**config.mk**
```make
export PLATFORM = sky130hd
export DESIGN_NAME = rp_8bit_gpio_pcint_flat
export DESIGN_NICKNAME = d
export VERILOG_FILES = /design/src/rtl/rp_8bit_gpio_pcint_if.sv /design/src/rtl/rp_8bit_gpio_pcint.sv /design/src/flat_wrapper.sv
export SDC_FILE = /design/constraint.sdc
export NUM_CORES = 1
export LEC_CHECK = 0
export CAP_MARGIN = 20
export CORE_MARGIN = 2
export CORE_UTILIZATION = 40
export CTS_CLUSTER_SIZE = 8
export DETAILED_ROUTE_END_ITERATION = 6
export HOLD_SLACK_MARGIN = 0.15
export PLACE_DENSITY = 0.64
export SYNTH_ARGS = -nofsm -noshare
export SYNTH_HDL_FRONTEND = slang
export SYNTH_SLANG_ARGS = --single-unit
```
**constraint.sdc**
```tcl
create_clock -name clk -period 4.62 [get_ports clk]
set_clock_uncertainty 0.05 [all_clocks]
set_input_delay 0.462 -clock clk [delete_from_list [all_inputs] [get_ports clk]]
set_output_delay 0.462 -clock clk [all_outputs]
set_load 0.03 [all_outputs]
```
**src/rtl/rp_8bit_gpio_pcint_if.sv**
```systemverilog
// Core I/O bus as seen by the GPIO port: one-hot strobes, write data and
// combinational read data.
interface rp_8bit_gpio_pcint_if;
    logic [5:0] io_re;
    logic [5:0] io_we;
    logic [7:0] io_dw;
    logic [7:0] io_dr;

    modport master (output io_re, output io_we, output io_dw, input io_dr);
    modport slave  (input io_re, input io_we, input io_dw, output io_dr);
endinterface

```
**src/rtl/rp_8bit_gpio_pcint.sv**
```systemverilog
// GPIO port with PIN/DDR/PORT, input synchroniser, per-pin edge interrupts
// with write-1-to-clear flags, PIN-write toggle and sleep input gating.
module rp_8bit_gpio_pcint #(
    parameter int         PDW = 8,
    parameter int         SYN = 2,
    parameter logic [5:0] ADR = 6'h00
) (
    input  logic                  clk,
    input  logic                  rst,
    rp_8bit_gpio_pcint_if.slave   bus,
    input  logic                  pud,
    input  logic                  sleep,
    output logic                  irq,
    output logic [PDW-1:0]        gpio_pull,
    output logic [PDW-1:0]        gpio_ddr,
    output logic [PDW-1:0]        gpio_port,
    input  logic [PDW-1:0]        gpio_pin
);

    if (PDW < 1 || PDW > 8 || SYN < 2 || $bits(ADR) != 6) begin : g_bad_cfg
        $error("rp_8bit_gpio_pcint: unsupported PDW/SYN");
    end

    logic [PDW-1:0] r_ddr;
    logic [PDW-1:0] r_port;
    logic [PDW-1:0] r_rise;
    logic [PDW-1:0] r_fall;
    logic [PDW-1:0] r_flag;
    logic [PDW-1:0] r_prev;
    logic [PDW-1:0] r_sync [SYN];
    logic           r_irq;

    logic [PDW-1:0] w_dw;
    logic [PDW-1:0] w_pin_g;
    logic [PDW-1:0] w_sync;
    logic [PDW-1:0] w_ev;
    logic [PDW-1:0] w_port_nxt;
    logic [PDW-1:0] w_flag_nxt;
    logic [7:0]     w_dr;

    assign w_dw   = bus.io_dw[PDW-1:0];
    assign w_sync = r_sync[SYN-1];

    // While asleep only pins with an edge enable keep toggling the synchroniser.
    assign w_pin_g = gpio_pin & (sleep ? (r_rise | r_fall) : {PDW{1'b1}});

    assign w_ev = (w_sync & ~r_prev & r_rise) | (~w_sync & r_prev & r_fall);

    // A PIN write toggles on top of whatever the PORT write (if any) loads.
    assign w_port_nxt = (bus.io_we[2] ? w_dw : r_port) ^ (bus.io_we[0] ? w_dw : '0);
    assign w_flag_nxt = (r_flag & ~(bus.io_we[5] ? w_dw : '0)) | w_ev;

    always_ff @(posedge clk or negedge rst) begin
        if (!rst) begin
            r_ddr  <= '0;
            r_port <= '0;
            r_rise <= '0;
            r_fall <= '0;
            r_flag <= '0;
            r_prev <= '0;
            r_irq  <= 1'b0;
            for (int i = 0; i < SYN; i++) r_sync[i] <= '0;
        end else begin
            if (bus.io_we[1]) r_ddr  <= w_dw;
            if (bus.io_we[3]) r_rise <= w_dw;
            if (bus.io_we[4]) r_fall <= w_dw;
            r_port    <= w_port_nxt;
            r_flag    <= w_flag_nxt;
            r_irq     <= |w_flag_nxt;
            r_prev    <= w_sync;
            r_sync[0] <= w_pin_g;
            for (int i = 1; i < SYN; i++) r_sync[i] <= r_sync[i-1];
        end
    end

    always_comb begin
        w_dr = 8'h00;
        case (bus.io_re)
            6'b000001: w_dr = 8'(w_sync);
            6'b000010: w_dr = 8'(r_ddr);
            6'b000100: w_dr = 8'(r_port);
            6'b001000: w_dr = 8'(r_rise);
            6'b010000: w_dr = 8'(r_fall);
            6'b100000: w_dr = 8'(r_flag);
            default:   w_dr = 8'h00;
        endcase
    end

    assign bus.io_dr = w_dr;
    assign irq       = r_irq;
    assign gpio_ddr  = r_ddr;
    assign gpio_port = r_port;
    assign gpio_pull = pud ? '0 : (~r_ddr & r_port);

endmodule

```
**src/flat_wrapper.sv**
```systemverilog
// flat-port wrapper written by rule: the top's interface ports become plain ports
module rp_8bit_gpio_pcint_flat 
#(
    parameter int         PDW = 8,
    parameter int         SYN = 2,
    parameter logic [5:0] ADR = 6'h00
)
  (clk, rst, pud, sleep, irq, gpio_pull, gpio_ddr, gpio_port, gpio_pin, bus_io_re, bus_io_we, bus_io_dw, bus_io_dr);
  rp_8bit_gpio_pcint_if bus_i ();
  input  logic clk;
  input  logic rst;
  input  logic pud;
  input  logic sleep;
  output logic irq;
  output logic [PDW-1:0] gpio_pull;
  output logic [PDW-1:0] gpio_ddr;
  output logic [PDW-1:0] gpio_port;
  input  logic [PDW-1:0] gpio_pin;
  input wire logic [$bits(bus_i.io_re)-1:0] bus_io_re;
  input wire logic [$bits(bus_i.io_we)-1:0] bus_io_we;
  input wire logic [$bits(bus_i.io_dw)-1:0] bus_io_dw;
  output wire logic [$bits(bus_i.io_dr)-1:0] bus_io_dr;
  assign bus_i.io_re = bus_io_re;
  assign bus_i.io_we = bus_io_we;
  assign bus_i.io_dw = bus_io_dw;
  assign bus_io_dr = bus_i.io_dr;
  rp_8bit_gpio_pcint #(.PDW(PDW), .SYN(SYN), .ADR(ADR)) u_core (.clk(clk), .rst(rst), .bus(bus_i), .pud(pud), .sleep(sleep), .irq(irq), .gpio_pull(gpio_pull), .gpio_ddr(gpio_ddr), .gpio_port(gpio_port), .gpio_pin(gpio_pin));
endmodule
```
Yosys cells after proc, flatten, opt, wreduce, memory -nomap -nowiden
Cells that the tools add are included.
W data, S select, Z words.
{ "totals": {"reg_bits": 65, "elab_cells": 37, "inputBits": 32, "out_inout_bits": 33} }
{ "op_classes": {"n_eq_ne": 6, "bitwise": 15, "muxes": 6, "n_reduce_logical": 1} }
{ "ops": {"columns": ["cell", "count"], "rows": [
  ["$and A8 B8 Y8", 7],
  ["$pmux W8 S6", 1],
  ["$mux W8", 5],
  ["$not A8 Y8", 4],
  ["$or A8 B8 Y8", 3],
  ["$reduce_or A8 Y1", 1],
  ["$xor A8 B8 Y8", 1],
  ["$eq A6 B1 Y1 const B", 1],
  ["$eq A6 B2 Y1 const B", 1],
  ["$eq A6 B3 Y1 const B", 1],
  ["$eq A6 B4 Y1 const B", 1],
  ["$eq A6 B5 Y1 const B", 1],
  ["$eq A6 B6 Y1 const B", 1]
]} }

Logic depth before layout (Yosys ltp)
Gate-level depths: netlist (run 1).
{ "depth": {"depth_word": 6, "depth_mapped": 5, "depth_no_buf": 4} }

Worst setup path after synthesis (run 1)
OpenSTA, ideal clock, no wires.
{ "synth_timing": {"kind": "in2out", "startpoint": "input bus_io_re[3]", "endpoint": "output bus_io_dr[1]", "t_required_ps": 4108, "path_slack_ps": 2311, "arrival_ps": 1797, "path_buffers": 0, "stages": 4, "path_cell_list": "or4_4 nor3b_2 a22oi_1 nand3_1"} }
{ "synth_between": {"elab_chain_len": 2, "word_cells_on_any_way": 7, "classes_between": "6 x eq/ne; 1 x mux"} }
{ "synth_lines": {"columns": ["element", "line", "text"], "rows": [
  ["start: declaration", "flat_wrapper.sv:19", "input wire logic [$bits(bus_i.io_re)-1:0] bus_io_re;"],
  ["$eq A6 B6 Y1, or another cell as far along", "rp_8bit_gpio_pcint.sv:78", "case (bus.io_re)"],
  ["$pmux W8 S6 *", "rp_8bit_gpio_pcint.sv:78", null],
  ["end: declaration", "flat_wrapper.sv:22", "output wire logic [$bits(bus_i.io_dr)-1:0] bus_io_dr;"]
]} }
Mark *: on every way between the ends. The rest lies on a longest branch, timed or not.

Worst setup path in the final report (run 1)
{ "layout_timing": {"startpoint": "input bus_io_re[3]", "endpoint": "output bus_io_dr[5]"} }
The elaborated chain is that of the path after synthesis.

==> metrics.yaml, run 1 <==
p_leak_uw: 0.00156
worst_ep_required_time_ns: 4.11
end_kind: "output port"
syn_to_final_growth_pct: 34.3
path_clk_slew_ns: 0.07
die_w_um: 89.3
num-nets-final: 329
grt_pass1_vias: 2041
grt_overflow_total: 0
avgRoutedWirePerCell_um: 17.1
cts_resized: 0
die-area_um2: 7980
cts_tree: "yes"
outcome: "complete, no violations"
io_buffers: 64
antennaDiodeCount: 0
setup_tns_ns: 0
cp.arrival_ns: 3.13
fmax_mhz: 274
io_pins: 65
cts_sinks: 65
rsz0062_at_grt: "false"
clock_latency_ns: 0.34
firstDrtPassIters: 4
syn_area_per_cell_um2: 12.7
gp_congestion: 0.813
worst-path-buf-inv: 2
final_common_cell: "dfrtp_1"
initialDrtViolationCount: 153
place_ws_ns: 0.986
dp_hpwl_um: 4880
h-tree-depth: 3
worstPathMaxFanout: 8
grt_util_all_layers_pct: 18.7
powerDensity_nw_per_um2: 399
hold_path_class: "in2async"
critical_path.max_stage_delay_ns: 0.68
via_per_inst: 5.38
core_um2: 7140
worst_slack_ns: 0.977
dieHeight_um: 89.3
cap_violations: 0
reg2reg_from: "u_core.r_flag[6]$_DFF_PN0_"
crit_family: "simple AND/OR/NAND/NOR gates"
hold_buffers: 0
dpl_cell_area_um2: 3650
crit_top_cell: "clkdlybuf4s50_1"
cts_max_path_buffers: 2
final_area_um2: 3910
drt-total-wl_um: 6840
fin_crit_sh_pct: 78.9
grt_max_degree: 66
cp-startpoint: "bus_io_re[3]"
antenna_left: 0
startpoint_type: "input pin"
worstMarginPinSlew_ns: 0.807
yosys_warnings: 0
final_core_util_pct: 54.8
min_period_ns: 3.64
crit_type: "in2out"
drv_slew: 0
ys_types: 19
antenna_found_initial: 0
ir_drop_mv: 0.162
finalHoldViolCount: 0
drive_gt1_share_pct: 20.2
syn_inst: 229
setup_viol: 0
netlist_area_um2: 2910
postCtsSetupBuffers: 0
cts_buffers: 9
final_cell_mix: "dfrtp_1, clkdlybuf4s50_1, mux2_2, a22oi_1, mux2i_1"
grt_pass1_wl_um: 11000
synth_seq_cells: 65
total_power_uw: 1560
start_util_pct: 40.8
num_rows: 31
cp_slowest_cell: "clkdlybuf4s50_1"
num_vias: 2159
clockRootBuffer: "clkbuf_8"
synth_nets: 261
path_cells: "clkdlybuf4s50_1 > or4_4 > nor3b_2 > a22oi_1 > nand3_1 > clkdlybuf4s50_1"
post-route-drc-count: 0
slew-limit-headroom_pct: 46.2
ys_seq_area_share_pct: 55.8
## sequential cells by signal (all words and copies together) (netlist names)
| register | flops |
|---|---|
| u_core.r_rise | 8 |
| u_core.r_fall | 8 |
| u_core.irq | 1 |
| u_core.w_sync | 8 |
| u_core.r_sync | 8 |
| u_core.r_prev | 8 |
| u_core.gpio_ddr | 8 |
| u_core.gpio_port | 8 |
| u_core.r_flag | 8 |
## synth_stat cells
master | n | area share (%)
nor4_1 | 2 | 0.43
a21boi_0 | 8 | 2.1
a22o_1 | 1 | 0.30
o22ai_1 | 7 | 1.5
a21bo_2 | 8 | 2.7
clkbuf_1 | 8 | 1.0
nor3b_1 | 8 | 2.1
o211ai_1 | 8 | 2.1
or4_4 | 3 | 1.2
nand3_1 | 8 | 1.4
mux2_2 | 26 | 10
nor3b_2 | 6 | 2.6
nand2_1 | 10 | 1.3
dfrtp_1 | 65 | 56
nor2_1 | 9 | 1.2
mux2i_1 | 14 | 4.8
nor2b_1 | 6 | 1.3
nand3b_1 | 8 | 2.1
a22oi_1 | 24 | 6.2
## worst paths after layout
check,endpoint,slack [ns],cells after the start
setup / recovery,bus_io_dr[5],0.98,6
hold / removal,u_core.w_sync[6]$_DFF_PN0_,0.25,2
setup reg to reg,u_core.irq$_DFF_PN0_,3.30,4
hold reg to reg,u_core.w_sync[6]$_DFF_PN0_,0.30,0
max in group asynchronous,u_core.gpio_port[5]$_DFF_PN0_,3.74,2
min in group clk,u_core.w_sync[6]$_DFF_PN0_,0.30,0
## cells by family after synthesis
logic type,Yosys count,share of synthesized area (%)
DFF,65,55.8
and+or+nand+nor,60,13.4
AOI/OAI and AO/OA,56,14.9
muxes,40,14.9
buffers and inverters,8,1.03
## where the power goes
group / internal, uW / total [uW] / leakage (uW) / switching [uW]
registers: 630 / 683 / 0.000769 / 53.4
logic: 131 / 258 / 0.000666 / 126
clock network: 403 / 621 / 0.000129 / 218
total: 1160 / 1560 / 0.00156 / 398
## per-stage QoR
stage / instances / hold slack, ns
after floorplan: 229 / 0.116
after global placement: 385 / 0.282
after detailed placement: 385 / 0.285
after CTS: 401 / 0.266
after global routing: 401 / 0.305
final: 401 / 0.251
## layer usage
layer / vias to the layer above / share of wire (%) / track usage (%)
met5: - / 0 / 0
met1: 1090 / 48 / 27.6
met4: 0 / 1.8 / 8.55
met3: 9 / 4.2 / 3.42
li1: 1008 / - / -
met2: 52 / 46 / 26.9
## layout make-up
cell class                      count  area [um^2]
Timing Repair Buffer               65          643
Fill cell                         630         3220
Clock inverter                      4         97.6
Multi-Input combinational cell    156         1260
Tap cell                           99          124
Clock buffer                       12          165
Sequential cell                    65         1630
## worst reg2reg max path, cell delays in order, from the launching register on
cell and delay, ns:
dfrtp_1 0.37, a21bo_2 0.18, o211ai_1 0.11, nor4_1 0.37, nand2_1 0.11
Note: power is estimated with default switching activity, not from simulation.
==> run 2: changes to the inputs <==
PLACE_DENSITY = 0.66   (was 0.64)
clock period = 3 ns   (was 4.62 ns; I/O delays follow)
==> run 2 against run 1 <==
Effect of this change: total power increased by 36%; register-to-register slack got worse by 1.7 ns; flip-flop and latch count unchanged; clock-buffer cell count increased by 1; design area decreased by 1.1%; die area unchanged; first-iteration DRC count decreased by 32%; clock power increased by 7.1%; final cell count increased by 1.7%; routed wire length increased by 4.8%; critical path depth increased by 1; core utilization decreased by 0.58 points; critical path type unchanged; highest routed layer unchanged.
==> metrics.yaml, run 2 (synthesis results as in run 1) <==
io_pins: 65
rsz0062_at_grt: "false"
final_cell_mix: "dfrtp_1, clkdlybuf4s50_1, mux2_2, a22oi_1"
firstDrtPassIters: 4
drive_gt1_share_pct: 23.6
cts_sinks: 65
die-area_um2: 7980
min_period_ns: 2.50
hold_start: "u_core.r_sync[14]$_DFF_PN0_"
gp_congestion: 0.792
setup_viol: 0
seqPwrFrac_pct: 49.6
reg2reg_from: "u_core.r_flag[2]$_DFF_PN0_"
io_buffers: 64
num_rows: 31
syn_to_final_growth_pct: 32.9
cap_violations: 0
post-route-drc-count: 0
end_kind: "output port"
finalHoldViolCount: 0
crit_top_cell: "buf_4"
worst_slack_ns: 0.503
crit_type: "in2out"
final_core_util_pct: 54.2
outcome: "complete, no violations"
grt_pass1_wl_um: 11300
antenna_left: 0
cp.arrival_ns: 2.15
grt_max_degree: 66
postCtsSetupBuffers: 0
critical_path.max_stage_delay_ns: 0.58
worst_ep_required_time_ns: 2.65
crit_family: "simple AND/OR/NAND/NOR gates"
fmax_mhz: 400
hold_path_class: "reg2reg"
slew-limit-headroom_pct: 47.7
start_util_pct: 40.8
initialDrtViolationCount: 104
num-nets-final: 336
grt_util_all_layers_pct: 19.2
setup_tns_ns: 0
grt_pass1_vias: 2106
cts_max_path_buffers: 2
fin_crit_sh_pct: 83.2
clockPowerShare_pct: 31.4
switchingPower_uw: 604
die_w_um: 89.3
startpoint_type: "input pin"
clock_latency_ns: 0.34
path_clk_slew_ns: 0.07
p_int_uw: 1520
cp-startpoint: "bus_io_re[3]"
pwr-share-comb_pct: 19.0
antenna_found_initial: 0
cts_buffers: 9
cp_slowest_cell: "or4_4"
h-tree-depth: 3
dieHeight_um: 89.3
final_common_cell: "dfrtp_1"
drv_slew: 0
dp_hpwl_um: 4960
worstPathMaxFanout: 8
num_vias: 2229
ir_drop_mv: 0.240
avgRoutedWirePerCell_um: 17.6
grt_overflow_total: 0
antennaDiodeCount: 0
p_sw_share_pct: 28.5
worstMarginPinSlew_ns: 0.783
place_ws_ns: 0.501
via_per_inst: 5.46
path_cells: "clkdlybuf4s50_1 > or4_4 > nor3b_2 > buf_4 > a22oi_1 > nand3_1 > buf_4"
cts_tree: "yes"
clockRootBuffer: "clkbuf_8"
drt-total-wl_um: 7170
p_leak_uw: 0.00159
worst-path-buf-inv: 3
powerDensity_nw_per_um2: 548
core_um2: 7140
==> run 2: cell types whose count changed in the layout (fill, tap and decap cells not counted) <==
cell and delta:
bufinv_16 -3, clkinvlp_4 -1, buf_4 +13, clkbuf_1 +2
dlygate4sd3_1 +1, buf_12 +1, clkinv_2 +3, clkbuf_8 -1
clkdlybuf4s50_1 -8
==> run 2: worst reg2reg max path, stage by stage (launching register included) <==
cell	delay, ns
dfrtp_1	0.37
a21bo_2	0.18
o211ai_1	0.11
nor4_1	0.41
nand2_1	0.11
==> run 2: worst paths after layout <==
kind / endpoint / slack, ns / depth (start not counted)
max: bus_io_dr[5] / 0.50 / 7
min: u_core.w_sync[6]$_DFF_PN0_ / 0.30 / 0
max reg2reg: u_core.irq$_DFF_PN0_ / 1.62 / 4
min reg2reg: u_core.w_sync[6]$_DFF_PN0_ / 0.30 / 0
max in group asynchronous: u_core.r_prev[1]$_DFF_PN0_ / 2.15 / 3
min in group asynchronous: u_core.r_sync[11]$_DFF_PN0_ / 0.46 / 3
==> run 2: metrics by stage <==
stage               cells  total power [uW]  hold slack, ns  instance area [um^2]
floorplan             229              1280         -0.0456                  2910
global placement      391              1460           0.282                  3690
detailed placement    391              1470           0.286                  3690
CTS                   408              2140           0.302                  3870
global route          408              2230           0.306                  3870
finish                408              2120           0.299                  3870
==> run 2: metal layers <==
metal / vias up / wire [um] / track usage, %
met5: - / 0 / 0
met4: 0 / 127 / 7.06
met3: 10 / 303 / 4.52
met2: 60 / 3440 / 29.8
met1: 1137 / 3300 / 26.5
li1: 1022 / - / -
==> run 2: power groups by stage <==
stage | logic [uW] | clock network, uW | registers (uW)
after floorplan | 181 | 0 | 1100
after global placement | 398 | 0 | 1060
after detailed placement | 404 | 0 | 1070
after CTS | 406 | 684 | 1050
after global routing | 434 | 727 | 1060
final | 403 | 665 | 1050
==> run 2: final cells by class <==
| class | count | area, um^2 |
|---|---|---|
| fill | 637 | 3270 |
| sequential | 65 | 1630 |
| multi-input combinational | 156 | 1260 |
| timing repair buffer | 72 | 691 |
| clock buffer | 13 | 159 |
| tap | 99 | 124 |
| clock inverter | 3 | 15.0 |
==> run 2: timing repair <==
item,in CTS,in global routing
gates resized for setup,0,0
endpoints found under the hold margin,65,0
hold buffers,1,0
